==> config.mk <==
export PLATFORM = sky130hd
export DESIGN_NAME = dac_write_arbiter
export DESIGN_NICKNAME = d
export VERILOG_FILES = /design/src/rtl/dac_pkg.sv /design/src/rtl/rr_picker.sv /design/src/rtl/dac_write_arbiter.sv
export SDC_FILE = /design/constraint.sdc
export NUM_CORES = 1
export LEC_CHECK = 0
export CAP_MARGIN = 20
export CORE_MARGIN = 2
export CORE_UTILIZATION = 41
export DETAILED_ROUTE_END_ITERATION = 10
export PLACE_DENSITY_LB_ADDON = 0.2
export RECOVER_POWER = 100
export SKIP_CTS_REPAIR_TIMING = 1
export SLEW_MARGIN = 10
export SYNTH_ARGS = -nofsm -noshare
export SYNTH_HDL_FRONTEND = slang
export SYNTH_SLANG_ARGS = --single-unit
==> constraint.sdc <==
create_clock -name clk -period 1.7 [get_ports clk]
set_input_delay 0.34 -clock clk [delete_from_list [all_inputs] [get_ports clk]]
set_output_delay 0.34 -clock clk [all_outputs]
set_load 0.005 [all_outputs]
==> src/rtl/dac_pkg.sv <==
// Shared definitions for the DAC write arbiter: FSM encoding, data width and
// the default abort limit.
package dac_pkg;

    localparam int DAC_W           = 12;
    localparam int DEFAULT_TIMEOUT = 1024;

    typedef enum logic [1:0] {
        IDLE      = 2'd0,
        ISSUE     = 2'd1,
        WAIT_DONE = 2'd2,
        GAP       = 2'd3
    } state_e;

endpackage

==> src/rtl/rr_picker.sv <==
// Combinational round-robin picker: first eligible bit strictly after rr_last,
// wrapping around, so rr_last itself has lowest priority.
module rr_picker #(
    parameter int N_REQ = 4,
    parameter int GW    = $clog2(N_REQ)
) (
    input  logic [N_REQ-1:0] eligible,
    input  logic [GW-1:0]    rr_last,
    output logic [GW-1:0]    winner,
    output logic             valid
);

    function automatic logic [GW-1:0] idx_at(input logic [GW-1:0] last, input int off);
        return GW'((int'(last) + off) % N_REQ);
    endfunction

    // Scan from the farthest offset down so the nearest eligible bit is written last.
    always_comb begin
        winner = '0;
        valid  = 1'b0;
        for (int off = N_REQ; off >= 1; off--) begin
            if (eligible[idx_at(rr_last, off)]) begin
                winner = idx_at(rr_last, off);
                valid  = 1'b1;
            end
        end
    end

endmodule

==> src/rtl/dac_write_arbiter.sv <==
// Round-robin arbiter sharing one serial DAC writer among N_REQ requesters:
// grants, strobes set, waits out busy, enforces a post-write gap and aborts on timeout.
module dac_write_arbiter
    import dac_pkg::*;
#(
    parameter int  N_REQ   = 4,
    parameter int  MIN_GAP = 0,
    parameter int  TIMEOUT = DEFAULT_TIMEOUT,
    localparam int GW      = $clog2(N_REQ)
) (
    input  logic                   clk,
    input  logic                   rst_n,
    input  logic [N_REQ-1:0]       req,
    input  logic [DAC_W*N_REQ-1:0] req_data,
    output logic [N_REQ-1:0]       ack,
    output logic [GW-1:0]          grant_id,
    output logic                   active,
    output logic                   err_timeout,
    input  logic                   clr_err,
    output logic                   dac_set,
    output logic [DAC_W-1:0]       dac_val,
    input  logic                   dac_busy
);

    localparam int TW   = $clog2(TIMEOUT + 1);
    localparam int GAPW = (MIN_GAP > 1) ? $clog2(MIN_GAP) : 1;

    state_e             state_q;
    logic [N_REQ-1:0]   ack_q;
    logic [GW-1:0]      grant_q;
    logic               active_q;
    logic               err_q;
    logic               set_q;
    logic [DAC_W-1:0]   val_q;
    logic [GW-1:0]      rr_last_q;
    logic [TW-1:0]      timer_q;
    logic [GAPW-1:0]    gap_q;

    logic [DAC_W-1:0]   slot [N_REQ];
    logic [N_REQ-1:0]   eligible;
    logic [GW-1:0]      pick_id;
    logic               pick_valid;
    logic               timer_expired;

    for (genvar gi = 0; gi < N_REQ; gi++) begin : g_slot
        assign slot[gi] = req_data[DAC_W*gi +: DAC_W];
    end

    // A requester seeing its ack this cycle must not win again immediately.
    assign eligible      = req & ~ack_q;
    assign timer_expired = ((state_q == ISSUE) || (state_q == WAIT_DONE)) &&
                           (timer_q == TW'(TIMEOUT - 1));

    rr_picker #(
        .N_REQ (N_REQ),
        .GW    (GW)
    ) u_picker (
        .eligible (eligible),
        .rr_last  (rr_last_q),
        .winner   (pick_id),
        .valid    (pick_valid)
    );

    always_ff @(posedge clk or negedge rst_n) begin
        if (!rst_n) begin
            state_q   <= IDLE;
            ack_q     <= '0;
            grant_q   <= '0;
            active_q  <= 1'b0;
            err_q     <= 1'b0;
            set_q     <= 1'b0;
            val_q     <= '0;
            rr_last_q <= GW'(N_REQ - 1);
            timer_q   <= '0;
            gap_q     <= '0;
        end else begin
            ack_q <= '0;
            if (clr_err) begin
                err_q <= 1'b0;
            end
            if (timer_expired) begin
                set_q          <= 1'b0;
                err_q          <= 1'b1;
                ack_q[grant_q] <= 1'b1;
                active_q       <= 1'b0;
                timer_q        <= '0;
                state_q        <= IDLE;
            end else begin
                case (state_q)
                    IDLE: begin
                        if (pick_valid && !dac_busy) begin
                            grant_q   <= pick_id;
                            val_q     <= slot[pick_id];
                            active_q  <= 1'b1;
                            set_q     <= 1'b1;
                            rr_last_q <= pick_id;
                            timer_q   <= '0;
                            state_q   <= ISSUE;
                        end
                    end
                    ISSUE: begin
                        if (dac_busy) begin
                            set_q   <= 1'b0;
                            timer_q <= '0;
                            state_q <= WAIT_DONE;
                        end else begin
                            timer_q <= timer_q + 1'b1;
                        end
                    end
                    WAIT_DONE: begin
                        if (!dac_busy) begin
                            ack_q[grant_q] <= 1'b1;
                            active_q       <= 1'b0;
                            timer_q        <= '0;
                            gap_q          <= '0;
                            state_q        <= (MIN_GAP > 0) ? GAP : IDLE;
                        end else begin
                            timer_q <= timer_q + 1'b1;
                        end
                    end
                    GAP: begin
                        if (gap_q == GAPW'(MIN_GAP - 1)) begin
                            state_q <= IDLE;
                        end else begin
                            gap_q <= gap_q + 1'b1;
                        end
                    end
                    default: state_q <= IDLE;
                endcase
            end
        end
    end

    assign ack         = ack_q;
    assign grant_id    = grant_q;
    assign active      = active_q;
    assign err_timeout = err_q;
    assign dac_set     = set_q;
    assign dac_val     = val_q;

endmodule

==> results of run 1 <==
-- metal layers --
layer	vias to the layer above	GRT usage [%]	wire length, µm
li1	1080	-	-
met1	1102	24.5	2820
met2	53	34.6	3560
met3	12	3.68	255
met4	0	5.79	129
met5	-	0	0
-- power by group --
group	switching, mW	internal (mW)
combinational	1.36	1.73
sequential	0.199	1.15
clock	0.314	0.284
total	1.88	3.17
-- worst max-delay path: stages, from the launching register on --
cell and delay (ps):
sky130_fd_sc_hd__dfrtp_1 420, sky130_fd_sc_hd__nor2b_4 260, sky130_fd_sc_hd__buf_6 150, sky130_fd_sc_hd__nor4_4 40, sky130_fd_sc_hd__or3b_4 430, sky130_fd_sc_hd__or2_1 240, sky130_fd_sc_hd__a21boi_1 130
-- metrics by stage --
stage	setup TNS [ps]	setup slack, ps
finish	-849	-79.1
detailed placement	-12560	-521
global route	-2920	-155
global placement	-11870	-473
floorplan	0	26.3
CTS	-3930	-214
-- synth_stat cells, drive strengths merged, types with 3 or more instances --
| master | n |
|---|---|
| nand3 | 11 |
| mux2i | 25 |
| nor2 | 15 |
| inv | 12 |
| nand2 | 28 |
| o221ai | 12 |
| nor2b | 4 |
| o2bb2ai | 4 |
| nand2b | 5 |
| buf | 8 |
| a21oi | 7 |
| o21ai | 14 |
| ha | 5 |
| dfrtp | 35 |
| o211ai | 3 |
| and2 | 3 |
-- layout by cell type, fill, tap and decap left out, drive strengths merged, types with 2 or more instances in the layout --
cell	n
dfrtp	35
and2	3
nand3	11
buf	44
dlymetal6s2s	5
dfstp	2
a21boi	2
o31ai	2
mux2i	25
nor2	15
nand2b	5
nor2b	4
a221oi	2
a22o	2
o21ai	14
dlygate4sd3	18
inv	12
and3	2
o2bb2ai	4
o221ai	12
a21oi	7
clkbuf	13
nor4	2
clkinv	2
ha	5
clkdlybuf4s50	52
o211ai	3
a21o	2
or3	2
nand2	28
-- area by class of cell --
type / count / area [µm²] / area share [%]
flip-flops and latches: 37 / 928 / 23.8
well taps: 72 / 90.1 / 2.31
clock inverters: 2 / 10.0 / 0.257
multi-input cells: 168 / 1490 / 38.3
repair buffers: 126 / 1260 / 32.2
inverters: 12 / 45.0 / 1.16
clock buffers: 6 / 72.6 / 1.86
-- how the worst min path moves through the flow --
stage | to | slack [ps]
floorplan | ack[0] | 40
global placement | timer_q[7] | 320
detailed placement | timer_q[5] | 320
CTS | timer_q[5] | 8
global route | timer_q[6] | 320
finish | timer_q[5] | 240
-- kinds of logic after synthesis --
kind of cell             Yosys count
AND/OR/NAND/NOR                   80
adder cells (fa/ha/maj)            5
multiplexers                      26
buffers and inverters             20
flip-flops                        37
AO/OA/AOI/OAI                     57
-- sequential cells by signal, indices dropped and copies added (netlist names), 2 cells and up --
name       cells
grant_id       2
timer_q       11
ack            4
dac_val       12
rr_last_q      2
state_q        2
==> impl_metrics.sql, run 1 <==
INSERT INTO impl_metrics (metric_group, metric, value, unit) VALUES
('outcome', 'outcome', 'finished, violations left', ''),
('outcome', 'violations', 'setup timing', ''),
('critical_path', 'worstSetupStartpointType', 'flip-flop', ''),
('sta', 'setup_viol_count_final', '20', ''),
('pwr', 'total_leakage_power', '1.75', 'nW'),
('run', 'max-cap-violations', '0', ''),
('sta', 'max_slew.worst_pin.slew', '1110', 'ps'),
('global_routing', 'grt_pass1_vias', '2110', ''),
('logic_synthesis', 'postSynth.topFlopCell', 'sky130_fd_sc_hd__dfrtp_1', ''),
('drt', 'routed_via_density', '5.31', ''),
('logic_synthesis', 'syn-num-nets', '286', ''),
('finish', 'final_nets', '411', ''),
('logic_synthesis', 'async_reset_ff_share', '100', '%'),
('global_routing', 'globalRouteTotalUtil', '19.7', '%'),
('clock_network', 'clk_root_buffer_cell', 'sky130_fd_sc_hd__clkbuf_8', ''),
('finish', 'final_area', '3900', 'µm²'),
('die', 'start_util', '41.8', '%'),
('clock_network', 'cts_max_level', '2', ''),
('pwr', 'fin_total_pwr', '5.05', 'mW'),
('logic_synthesis', 'synth_fa_ha_area_share', '2.75', '%'),
('sta', 'share_of_the_clock_period_used_by_the_worst_path', '105', '%'),
('logic_synthesis', 'synthesis.area_per_instance', '10.1', 'µm²'),
('drt', 'wl', '6760', 'µm'),
('die', 'core', '5440', 'µm²'),
('clock_network', 'max-clock-path-buffers', '2', ''),
('sta', 'postLayoutSetupSlackWorst', '-79.1', 'ps'),
('clock_network', 'clk_transition_reported_paths', '80', 'ps'),
('sta', 'achievable-frequency', '0.562', 'GHz'),
('logic_synthesis', 'post_synth_and_or_nand_nor_area_fraction', '20.0', '%'),
('critical_path', 'critical_path_peak_fanout', '7', ''),
('finish', 'flow.area_growth_from_synthesis', '71.2', '%'),
('global_routing', 'grt_antenna_before_repair', '0', ''),
('sta', 'setup_repair_after_global_routing_missed_its_margin', 'true', ''),
('finish', 'final_cells', '423', ''),
('sta', 'max_slew_margin', '26.1', '%'),
('min_path', 'class_of_the_worst_hold_path', 'in -> async', ''),
('die', 'dieHeight', '78.5', 'µm'),
('sta', 'timing_max_transition_violations_final', '0', ''),
('critical_path', 'endpoint', 'grant_id[0]', ''),
('logic_synthesis', 'synth-compound-area-share', '20.1', '%'),
('sta', 'hold_ws', '237', 'ps'),
('global_routing', 'grt_pass1_wl', '9690', 'µm'),
('drt', 'detailedRoute.firstPassIterationCount', '4', ''),
('drt', 'drt-initial-drc-count', '68', ''),
('critical_path', 'critPathLaunch', 'ack[3]', ''),
('finish', 'utilization', '71.6', '%'),
('logic_synthesis', 'synth_cells', '225', ''),
('logic_synthesis', 'synth_edf_count', '0', ''),
('critical_path', 'setup.worst_path.end_class', 'flip-flop', ''),
('critical_path', 'reg2reg_setup_slack', '-80', 'ps'),
('placement', 'buffer_ports.inserted', '76', ''),
('drt', 'route.detailed.drc', '0', ''),
('die', 'total_i_o_pin_count', '77', ''),
('critical_path', 'worstPathRequired', '1870', 'ps'),
('logic_synthesis', 'synthTopCellsByArea', 'sky130_fd_sc_hd__dfrtp_1, sky130_fd_sc_hd__mux2i_1, sky130_fd_sc_hd__o221ai_1, sky130_fd_sc_hd__nand2_1, sky130_fd_sc_hd__ha_1', ''),
('logic_synthesis', 'yosysWarnings', '0', ''),
('logic_synthesis', 'largest_family_of_logic_cells_by_synthesized_area', 'compound AO/OA/AOI/OAI gates', ''),
('pwr', 'power.ir.vdd_worst', '690', 'µV'),
('logic_synthesis', 'synth-seq-cells', '37', ''),
('global_routing', 'gr-total-overflow', '0', ''),
('die', 'die_w', '78.5', 'µm'),
('drt', 'routedWlPerCell', '16.0', 'µm'),
('critical_path', 'timing.critical_path.arrival', '1950', 'ps'),
('finish', 'diodes', '0', ''),
('critical_path', 'rr_startpoint', 'ack[3]', ''),
('sta', 'final_hold_viol_count', '0', ''),
('clock_network', 'clock_insertion_delay_worst_skew', '290', 'ps'),
('placement', 'area_after_detailed_placement', '3360', 'µm²'),
('finish', 'fill_cells', '392', ''),
('logic_synthesis', 'netlist.area_leader.share', '38.5', '%'),
('clock_network', 'tritoncts.num_buffers', '5', '');
(Power assumes the default switching activity.)
==> run 2: changes to the inputs <==
--- a/config.mk
+++ b/config.mk
@@ -7,7 +7,7 @@
 export LEC_CHECK = 0
 export CAP_MARGIN = 20
 export CORE_MARGIN = 2
-export CORE_UTILIZATION = 41
+export CORE_UTILIZATION = 35
 export DETAILED_ROUTE_END_ITERATION = 10
 export PLACE_DENSITY_LB_ADDON = 0.2
 export RECOVER_POWER = 100
==> run 2 against run 1 <==
Compared with the run above:
- the flow still finishes with violations (setup timing)
- count of clock-buffer cells in the layout is the same
- sequential power is essentially flat
- via count shrank 3.0%
- sequential share of layout area grew 0.17 points
- cell count grew 1.4%
- critical endpoint is now timer_q[3]
- largest power group unchanged
- non-clock buffer count grew 1
- die area grew 16%
- largest cell class unchanged
- utilization shrank 10 points
- register-to-register slack is essentially flat
- flip-flop and latch count is the same
- worst setup slack lost 7.1 ps
==> impl_metrics.sql, run 2 (synthesis gave the netlist of run 1 again) <==
INSERT INTO impl_metrics (metric_group, metric, value, unit) VALUES
('pwr', 'total_leakage_power', '1.77', 'nW'),
('sta', 'setup_viol_count_final', '17', ''),
('clock_network', 'cts_max_level', '2', ''),
('critical_path', 'critical_path.cell_chain', 'nor2b_4 -> o41ai_4 -> buf_4 -> a21o_4 -> or4_4 -> nand3_2', ''),
('placement', 'dp_hpwl', '4530', 'µm'),
('sta', 'max_slew.worst_pin.slew', '967', 'ps'),
('run', 'max-cap-violations', '0', ''),
('drt', 'routedWlPerCell', '15.2', 'µm'),
('drt', 'drt-initial-drc-count', '57', ''),
('outcome', 'outcome', 'finished, violations left', ''),
('finish', 'diodes', '0', ''),
('clock_network', 'cts_num_sinks', '37', ''),
('clock_network', 'clock_tree_from_tritoncts', 'built', ''),
('pwr', 'power.ir.vdd_worst', '721', 'µV'),
('clock_network', 'tritoncts.num_buffers', '5', ''),
('sta', 'skew', '15.1', 'ps'),
('drt', 'detailedRoute.firstPassIterationCount', '4', ''),
('pwr', 'sequential_power_share', '26.2', '%'),
('finish', 'layout-drive-gt1-share', '29.5', '%'),
('clock_network', 'clk_root_buffer_cell', 'sky130_fd_sc_hd__clkbuf_8', ''),
('finish', 'most-common-layout-cells', 'sky130_fd_sc_hd__clkdlybuf4s50_1, sky130_fd_sc_hd__dfrtp_1, sky130_fd_sc_hd__buf_4', ''),
('pwr', 'clock_power_share', '15.9', '%'),
('global_routing', 'grt_pass1_vias', '2043', ''),
('finish', 'largest_reg_flops', '12', ''),
('sta', 'final_hold_viol_count', '0', ''),
('die', 'dieHeight', '84.6', 'µm'),
('critical_path', 'crit_path_max_incr_delay', '510', 'ps'),
('drt', 'routed_via_density', '5.08', ''),
('drt', 'wl', '6520', 'µm'),
('pwr', 'combinationalPowerShare', '57.9', '%'),
('pwr', 'fin_total_pwr', '5.11', 'mW'),
('drt', 'overall_via_count_from_detail_route', '2179', ''),
('pwr', 'power.share.switching', '35.5', '%'),
('clock_network', 'clk_transition_reported_paths', '80', 'ps'),
('global_routing', 'gr-total-overflow', '0', ''),
('placement', 'globalplace.congestion', '0.750', ''),
('die', 'die_w', '84.6', 'µm'),
('global_routing', 'grt_pass1_wl', '9540', 'µm'),
('die', 'floorplan.die_area', '7160', 'µm²'),
('critical_path', 'critical_path_peak_fanout', '5', ''),
('sta', 'final.setup.tns', '-788', 'ps'),
('sta', 'achievable-frequency', '0.560', 'GHz'),
('pwr', 'switching_power', '1.81', 'mW'),
('critical_path', 'timing.critical_path.buf_inv', '1', ''),
('critical_path', 'worstSetupStartpointType', 'flip-flop', ''),
('critical_path', 'critical_path_class', 'reg -> reg', ''),
('global_routing', 'grt_start_max_net_pins', '38', ''),
('critical_path', 'worstPathRequired', '1930', 'ps'),
('clock_network', 'clock_insertion_delay_worst_skew', '300', 'ps'),
('finish', 'flow.area_growth_from_synthesis', '70.0', '%'),
('finish', 'final_nets', '412', ''),
('drt', 'post_drt_antenna_nets', '0', ''),
('die', 'core', '6310', 'µm²'),
('die', 'start_util', '36.0', '%'),
('sta', 'setup_repair_after_global_routing_missed_its_margin', 'true', ''),
('outcome', 'violations', 'setup timing', ''),
('global_routing', 'globalRouteTotalUtil', '16.5', '%'),
('sta', 'postLayoutSetupSlackWorst', '-86.2', 'ps'),
('drt', 'route.detailed.drc', '0', ''),
('sta', 'fin_crit', '1790', 'ps'),
('die', 'rows', '29', ''),
('finish', 'most_common_cell_after_layout_fill_and_taps_aside', 'sky130_fd_sc_hd__clkdlybuf4s50_1', ''),
('clock_network', 'max-clock-path-buffers', '2', ''),
('die', 'total_i_o_pin_count', '77', ''),
('pwr', 'cellInternalPower', '3.29', 'mW'),
('finish', 'fill_cells', '556', ''),
('global_routing', 'grt_antenna_before_repair', '0', ''),
('pwr', 'power_density', '1320', 'nW/µm²'),
('critical_path', 'setup.worst_path.end_class', 'flip-flop', ''),
('critical_path', 'cpLargestDelayFamily', 'simple AND/OR/NAND/NOR gates', ''),
('sta', 'timing_max_transition_violations_final', '0', ''),
('sta', 'max_slew_margin', '35.6', '%'),
('placement', 'buffer_ports.inserted', '76', ''),
('min_path', 'class_of_the_worst_hold_path', 'in -> async', ''),
('critical_path', 'critical_path.slowest_cell', 'sky130_fd_sc_hd__or4_4', ''),
('sta', 'share_of_the_clock_period_used_by_the_worst_path', '105', '%'),
('critical_path', 'timing.critical_path.arrival', '2020', 'ps');
## run 2: cell types whose count changed in the layout (fill, tap and decap cells not counted), moves of 4 or more
cell / change
sky130_fd_sc_hd__mux2i_1: +6
sky130_fd_sc_hd__nand2_2: -4
sky130_fd_sc_hd__mux2i_2: -4
sky130_fd_sc_hd__nand2_1: +4
sky130_fd_sc_hd__o221ai_1: +5
sky130_fd_sc_hd__o221ai_2: -5
sky130_fd_sc_hd__clkbuf_1: -4
## run 2: cell type report
cell class                      instances  area [µm²]  share of cell area [%]
Multi-Input combinational cell        168        1420                    36.6
Clock inverter                          2        37.5                   0.970
Inverter                               12        45.0                    1.16
Sequential cell                        37         928                    24.0
Timing Repair Buffer                  127        1260                    32.6
Tap cell                               77        96.3                    2.49
Clock buffer                            6        82.6                    2.13
## run 2: metrics by stage
stage,std cells,hold WS [ps],utilization [%],instance area [µm²],setup slack (ps)
floorplan,225,44.4,-,2280,26.3
global placement,408,427,53.5,3380,-438
detailed placement,408,432,53.5,3380,-490
CTS,416,110,55.4,3500,-172
global route,429,364,61.3,3870,-157
finish,429,274,61.3,3870,-86.2
## run 2: worst paths after layout
check                            from          end  slack (ps)  cells past startpoint
max in group asynchronous       rst_n  timer_q[10]         830                      2
max                            ack[1]   timer_q[3]         -90                      6
max reg2reg                    ack[1]   timer_q[3]         -90                      6
min in group clk           dac_val[8]   dac_val[8]         490                      2
min                             rst_n   timer_q[6]         270                      2
min reg2reg                dac_val[8]   dac_val[8]         490                      2
## run 2: routing by layer
metal / global-route usage [%] / vias up / wire, µm
li1: - / 1081 / -
met1: 21.2 / 1048 / 2830
met2: 27.8 / 42 / 3420
met3: 3.54 / 8 / 188
met4: 5.48 / 0 / 83
met5: 0 / - / 0
## run 2: power groups by stage
| stage | logic, mW | registers [mW] | clock network (mW) |
|---|---|---|---|
| after floorplan | 1.30 | 1.34 | 0 |
| after global placement | 2.39 | 1.34 | 0 |
| after detailed placement | 2.41 | 1.34 | 0 |
| after CTS | 2.43 | 1.33 | 0.827 |
| final | 2.96 | 1.34 | 0.813 |
| after global routing | 3.19 | 1.37 | 0.864 |
==> run 3: changes to the inputs <==
--- a/config.mk
+++ b/config.mk
@@ -11,6 +11,7 @@
 export DETAILED_ROUTE_END_ITERATION = 10
 export PLACE_DENSITY_LB_ADDON = 0.2
 export RECOVER_POWER = 100
+export SETUP_SLACK_MARGIN = 0.3
 export SKIP_CTS_REPAIR_TIMING = 1
 export SLEW_MARGIN = 10
 export SYNTH_ARGS = -nofsm -noshare
==> run 3 against run 2 <==
Compared with the run above:
- the flow still finishes with violations (setup timing)
- via count grew 2.4%
- combinational power grew 9.1%
- die area did not move
- total power rose by 5.5%
- routed wire length rose by 1.9%
- cell count rose by 0.93%
- worst hold slack lost 34 ps
- clock power down 1%
- utilization is 2.6 points higher
- flip-flop and latch count stayed put
- worst setup slack improved by 0.62 ps
- critical path depth is 1 higher
- critical endpoint is now dac_val[4]
- largest cell class unchanged
==> impl_metrics.sql, run 3 (synthesis gave the netlist of run 1 again) <==
INSERT INTO impl_metrics (metric_group, metric, value, unit) VALUES
('pwr', 'power.ir.vdd_worst', '896', 'µV'),
('finish', 'fill_cells', '541', ''),
('finish', 'final_area', '4030', 'µm²'),
('global_routing', 'grt_start_max_net_pins', '21', ''),
('finish', 'most-common-layout-cells', 'sky130_fd_sc_hd__clkdlybuf4s50_1, sky130_fd_sc_hd__dfrtp_1, sky130_fd_sc_hd__buf_4', ''),
('clock_network', 'tritoncts.num_buffers', '5', ''),
('sta', 'share_of_the_clock_period_used_by_the_worst_path', '105', '%'),
('global_routing', 'grt_pass1_wl', '9840', 'µm'),
('die', 'total_i_o_pin_count', '77', ''),
('critical_path', 'setup.worst_path.end_class', 'flip-flop', ''),
('die', 'rows', '29', ''),
('finish', 'final_nets', '416', ''),
('drt', 'drt-initial-drc-count', '102', ''),
('critical_path', 'worst-r2r-cell-count', '7', ''),
('outcome', 'violations', 'setup timing', ''),
('finish', 'regArea', '931', 'µm²'),
('clock_network', 'clock_tree_from_tritoncts', 'built', ''),
('placement', 'dp_hpwl', '4660', 'µm'),
('clock_network', 'max-clock-path-buffers', '2', ''),
('die', 'die_w', '84.6', 'µm'),
('sta', 'timing_max_transition_violations_final', '0', ''),
('sta', 'max_slew_margin', '25.5', '%'),
('finish', 'diodes', '0', ''),
('global_routing', 'grt_pass1_vias', '2137', ''),
('critical_path', 'timing.critical_path.arrival', '1940', 'ps'),
('sta', 'final_hold_viol_count', '0', ''),
('finish', 'multi_input_area', '1540', 'µm²'),
('sta', 'max_slew.worst_pin.slew', '1120', 'ps'),
('critical_path', 'worstSetupStartpointType', 'flip-flop', ''),
('clock_network', 'clk_root_buffer_cell', 'sky130_fd_sc_hd__clkbuf_8', ''),
('min_path', 'class_of_the_worst_hold_path', 'in -> async', ''),
('critical_path', 'rr_startpoint', 'ack[0]', ''),
('drt', 'route.detailed.drc', '0', ''),
('clock_network', 'cts_max_level', '2', ''),
('sta', 'fin_crit', '1790', 'ps'),
('finish', 'most_common_cell_after_layout_fill_and_taps_aside', 'sky130_fd_sc_hd__clkdlybuf4s50_1', ''),
('sta', 'setup_viol_count_final', '21', ''),
('drt', 'post_drt_antenna_nets', '0', ''),
('drt', 'routed_via_density', '5.15', ''),
('drt', 'overall_via_count_from_detail_route', '2231', ''),
('sta', 'setup_repair_after_global_routing_missed_its_margin', 'true', ''),
('finish', 'largest_reg_flops', '12', ''),
('sta', 'skew', '6.88', 'ps'),
('critical_path', 'critical_path_peak_fanout', '8', ''),
('clock_network', 'clk_transition_reported_paths', '80', 'ps'),
('die', 'start_util', '36.0', '%'),
('outcome', 'outcome', 'finished, violations left', ''),
('pwr', 'fin_total_pwr', '5.39', 'mW'),
('pwr', 'total_leakage_power', '1.82', 'nW'),
('run', 'max-cap-violations', '0', ''),
('clock_network', 'clock_insertion_delay_worst_skew', '290', 'ps'),
('finish', 'layout-drive-gt1-share', '36.2', '%'),
('global_routing', 'grt_antenna_before_repair', '0', ''),
('finish', 'utilization', '63.9', '%'),
('die', 'floorplan.die_area', '7160', 'µm²'),
('placement', 'area_after_detailed_placement', '3400', 'µm²'),
('finish', 'final_cells', '433', ''),
('placement', 'post-place-ws', '-471', 'ps'),
('pwr', 'power_density', '1340', 'nW/µm²'),
('drt', 'routedWlPerCell', '15.3', 'µm'),
('placement', 'placed_cells', '403', ''),
('critical_path', 'r2r-end', 'dac_val[4]', ''),
('die', 'dieHeight', '84.6', 'µm'),
('critical_path', 'reg2reg_setup_slack', '-90', 'ps'),
('critical_path', 'worstPathRequired', '1860', 'ps'),
('die', 'core', '6310', 'µm²'),
('placement', 'globalplace.congestion', '0.834', ''),
('global_routing', 'globalRouteTotalUtil', '16.8', '%'),
('drt', 'wl', '6640', 'µm'),
('finish', 'flow.area_growth_from_synthesis', '77.2', '%'),
('sta', 'postLayoutSetupSlackWorst', '-85.6', 'ps'),
('clock_network', 'cts_num_sinks', '37', ''),
('global_routing', 'gr-total-overflow', '0', ''),
('critical_path', 'critical_path_class', 'reg -> reg', ''),
('drt', 'detailedRoute.firstPassIterationCount', '4', ''),
('sta', 'achievable-frequency', '0.560', 'GHz'),
('placement', 'buffer_ports.inserted', '76', '');
run 3: cell count changes in the layout (fill, tap and decap cells not counted), moves of 5 or more:
cell                              previous run  this run
sky130_fd_sc_hd__o21ai_1                    10         2
sky130_fd_sc_hd__o221ai_1                   10         5
sky130_fd_sc_hd__dlygate4sd3_1              16         0
sky130_fd_sc_hd__o221ai_2                    2         7
sky130_fd_sc_hd__buf_6                       9        18
sky130_fd_sc_hd__clkdlybuf4s25_1             0        19
sky130_fd_sc_hd__o21ai_2                     0        10
sky130_fd_sc_hd__clkdlybuf4s50_1            55        49
run 3: area by class of cell:
class	instances	area share [%]
tap	77	2.39
sequential	37	23.1
inverter	12	1.24
clock inverter	1	0.744
multi-input combinational	168	38.2
clock buffer	7	2.14
timing repair buffer	131	32.2
run 3: worst max-delay path, cell delays in order, from the launching register on:
cell and delay, ps:
sky130_fd_sc_hd__dfrtp_1 370, sky130_fd_sc_hd__and2b_2 260, sky130_fd_sc_hd__buf_6 120, sky130_fd_sc_hd__nor4_4 350, sky130_fd_sc_hd__nor3b_4 110, sky130_fd_sc_hd__nand2b_1 160
sky130_fd_sc_hd__buf_6 170, sky130_fd_sc_hd__o221ai_1 100
run 3: power breakdown:
part | internal, mW | total (mW) | switching, mW
Sequential | 1.16 | 1.36 | 0.198
Combinational | 1.79 | 3.23 | 1.43
Clock | 0.479 | 0.804 | 0.325
Total | 3.43 | 5.39 | 1.96
run 3: how the worst max path moves through the flow:
stage             endpoint  depth (start not counted)    from  slack, ps
5_1_grt         dac_val[5]                          7  ack[0]       -170
3_3_place_gp   grant_id[1]                          8  req[0]       -410
6_report        dac_val[4]                          7  ack[0]        -90
3_5_place_dp   dac_val[10]                          7  req[3]       -470
4_1_cts        dac_val[10]                          7  req[3]       -160
2_1_floorplan  grant_id[0]                          7  ack[3]         60
run 3: stage by stage:
step / setup TNS (ps) / hold slack (ps)
2_1_floorplan: 0 / 44.4
3_3_place_gp: -10970 / 323
3_5_place_dp: -11610 / 326
4_1_cts: -2390 / 7.72
5_1_grt: -3090 / 325
6_report: -1010 / 240
run 3: metal layers:
layer  up-vias  global-route usage, %  part of all wire (%)
met5         -                      0                     0
met4         0                   3.90                  0.71
met3         5                   3.15                   3.1
met2        45                   28.8                    53
met1      1095                   22.2                    43
li1       1086                      -                     -
==> RTL change: new RTL, settings of run 2 <==
`N_REQ` is set to 4 in 2 places; all go to 8.
--- a/src/rtl/rr_picker.sv
+++ b/src/rtl/rr_picker.sv
@@ -1,7 +1,7 @@
 // Combinational round-robin picker: first eligible bit strictly after rr_last,
 // wrapping around, so rr_last itself has lowest priority.
 module rr_picker #(
-    parameter int N_REQ = 4,
+    parameter int N_REQ = 8,
     parameter int GW    = $clog2(N_REQ)
 ) (
     input  logic [N_REQ-1:0] eligible,
--- a/src/rtl/dac_write_arbiter.sv
+++ b/src/rtl/dac_write_arbiter.sv
@@ -3,7 +3,7 @@
 module dac_write_arbiter
     import dac_pkg::*;
 #(
-    parameter int  N_REQ   = 4,
+    parameter int  N_REQ   = 8,
     parameter int  MIN_GAP = 0,
     parameter int  TIMEOUT = DEFAULT_TIMEOUT,
     localparam int GW      = $clog2(N_REQ)
Interface: changed (resized ack, grant_id, req and req_data); port bits go from 77 to 134. No check against the original RTL was run, so the function may have changed too.
==> RTL change against run 2 <==
  * The flow still finishes with violations (setup timing)
  * Setup slack worse by 1800 ps
  * Sequential power is 24% higher
  * Sequential cell count is 6 higher
  * Non-clock buffer count is 134 higher
  * Worst hold slack better by 62 ps
  * Final area is 78% higher
  * Die area is 66% higher
  * Wire length is 110% higher
  * Combinational power grew to 4.4 times the old value
  * Fmax is 50% lower
  * Total power grew to 3.1 times the old value
  * Area after synthesis is 69% higher
  * Count of clock-buffer cells in the layout is 1 lower
  * Largest cell class unchanged
==> RTL change: results (changes against run 2) <==
IO Port Bufs: 133 (+75%)
Final HPWL DP: 10400 um (+130%)
# fillers: 857 (+54%)
Largest delay share family, worst path: compound AO/OA/AOI/OAI gates
Via count: 4168 (+91%)
Worst R2R Start: rr_last_q[0]$_DFFE_PN1P_
Worst Max-Slew Pin Slew: 1180 ps (+212 ps)
P_leak: 0.00305 uW (+72%)
Arr. time, crit path: 3730 ps (+1710 ps)
Cts bufs inserted: 5 (unchanged)
Setup ws final: -1840 ps (-1750 ps)
Global-route wire length before repair: 20900 um (+120%)
Reg2reg end: dac_val[6]$_DFFE_PN0P_
Clock slew at reported path FFs: 100 ps (+20 ps)
Crit path largest cell delay: 600 ps (+90 ps)
Largest net degree at the start of global routing: 44 (+16%)
Final Non-Filler Cells: 773 (+80%)
Syn nets: 502 (+76%)
Crit-path slowest cell: dfstp_2
Clock skew: 11.7 ps (-3.37 ps)
Fin nets: 747 (+81%)
Worst-case reg-to-reg path depth: 13 (+7)
Fraction of layout cells with a size suffix above 1: 0.400 (+0.104)
Failing checks: setup timing
Placement Setup Slack: -1880 ps (-1390 ps)
Sw frac: 0.404 (+0.0491)
Final WL: 13600 um (+110%)
Diodes inserted: 0 (unchanged)
Clock Tree Buf Depth: 2 (unchanged)
Peak supply drop: 1080 uV (+49%)
Sequential share of the synthesized area: 0.280 (-0.128)
Placed cells: 739 (+81%)
Synth top cells by count: dfrtp_1, nand2_1, mux2i_1
Status: complete, but fails checks
Largest register FFs: 12 (unchanged)
Iteration-0 DRC count of the detailed router: 129 (+130%)
Netlist cell types: 69 (+38%)
RePlAce Congestion: 0.961 (+28%)
GRT Resource Usage Total: 0.226 (+0.0606)
Syn_area_per_cell: 9.95 um^2 (-1.6%)
Area contributors post-synth: dfrtp_1, mux4_2, mux2i_1, mux4_1, nand2_1
CP Max Fanout: 8 (+3)
Final setup viols: 33 (+16)
## RTL change: cell types whose count changed after synthesis, moves of 11 or more
| cell | delta |
|---|---|
| mux2_2 | +11 |
| a22oi_1 | +11 |
| o221ai_1 | -12 |
| nand2_1 | +11 |
| nor2b_1 | +12 |
| mux4_2 | +18 |
| o21ai_0 | +19 |
| nand2b_1 | +11 |
## RTL change: worst max-delay path by stage
stage	depth (start not counted)	end	from
finish	13	dac_val[6]$_DFFE_PN0P_	rr_last_q[0]$_DFFE_PN1P_
global route	12	dac_val[2]$_DFFE_PN0P_	rr_last_q[0]$_DFFE_PN1P_
CTS	13	dac_val[2]$_DFFE_PN0P_	rr_last_q[0]$_DFFE_PN1P_
detailed placement	11	dac_val[6]$_DFFE_PN0P_	req[6]
global placement	11	dac_val[6]$_DFFE_PN0P_	req[6]
floorplan	15	dac_val[10]$_DFFE_PN0P_	rr_last_q[0]$_DFFE_PN1P_
## RTL change: worst reg2reg max path: cells and delay by family, from the launching register on
| kind | cells | cell delay, ps |
|---|---|---|
| buffers and inverters | 4 | 420 |
| AO/OA/AOI/OAI | 6 | 1290 |
| multiplexers | 2 | 840 |
| flip-flops | 1 | 600 |
| adder cells (fa/ha/maj) | 1 | 270 |
## RTL change: logic make-up after synthesis
group / Yosys count / share of synthesized area
AOI/OAI and AO/OA: 108 / 0.211
xor gates and xnor gates: 4 / 0.00910
adders and majority gates: 7 / 0.0227
buffers and inverters: 38 / 0.0585
DFF: 43 / 0.280
muxes: 62 / 0.248
and+or+nand+nor: 125 / 0.170
## RTL change: power groups by stage
stage               Clock, uW  Combinational, uW  Sequential, uW
finish                    999              13000            1660
global route             1070              14000            1700
CTS                      1030              11000            1640
detailed placement          0              11000            1660
global placement            0              10800            1650
floorplan                   0               7330            1570
## RTL change: final cells by class
cell class	instances	area, um^2	share of cell area
inverters	15	67.6	0.00982
well taps	140	175	0.0255
clock buffers	5	68.8	0.0100
multi-input cells	306	2930	0.426
clock inverters	3	67.6	0.00982
flip-flops and latches	43	1080	0.158
repair buffers	261	2480	0.361
## RTL change: stage by stage
step | TNS, ps | area [um^2] | power (uW) | utilization | hold WS [ps]
finish | -50070 | 6880 | 15600 | 0.637 | 336
global route | -54200 | 6880 | 16700 | 0.637 | 421
CTS | -53780 | 6310 | 13700 | 0.585 | -2.54
detailed placement | -53220 | 6170 | 12600 | 0.572 | 346
global placement | -51900 | 6170 | 12400 | 0.572 | 346
floorplan | -45920 | 4050 | 8900 | - | 44.4
## RTL change: per-layer routing
metal / track usage / vias to the layer above / wire length (um)
met2: 0.386 / 97 / 7210
met4: 0.0797 / 0 / 286
met1: 0.290 / 2067 / 5630
met3: 0.0353 / 23 / 510
li1: - / 1981 / -
met5: 0 / - / 0
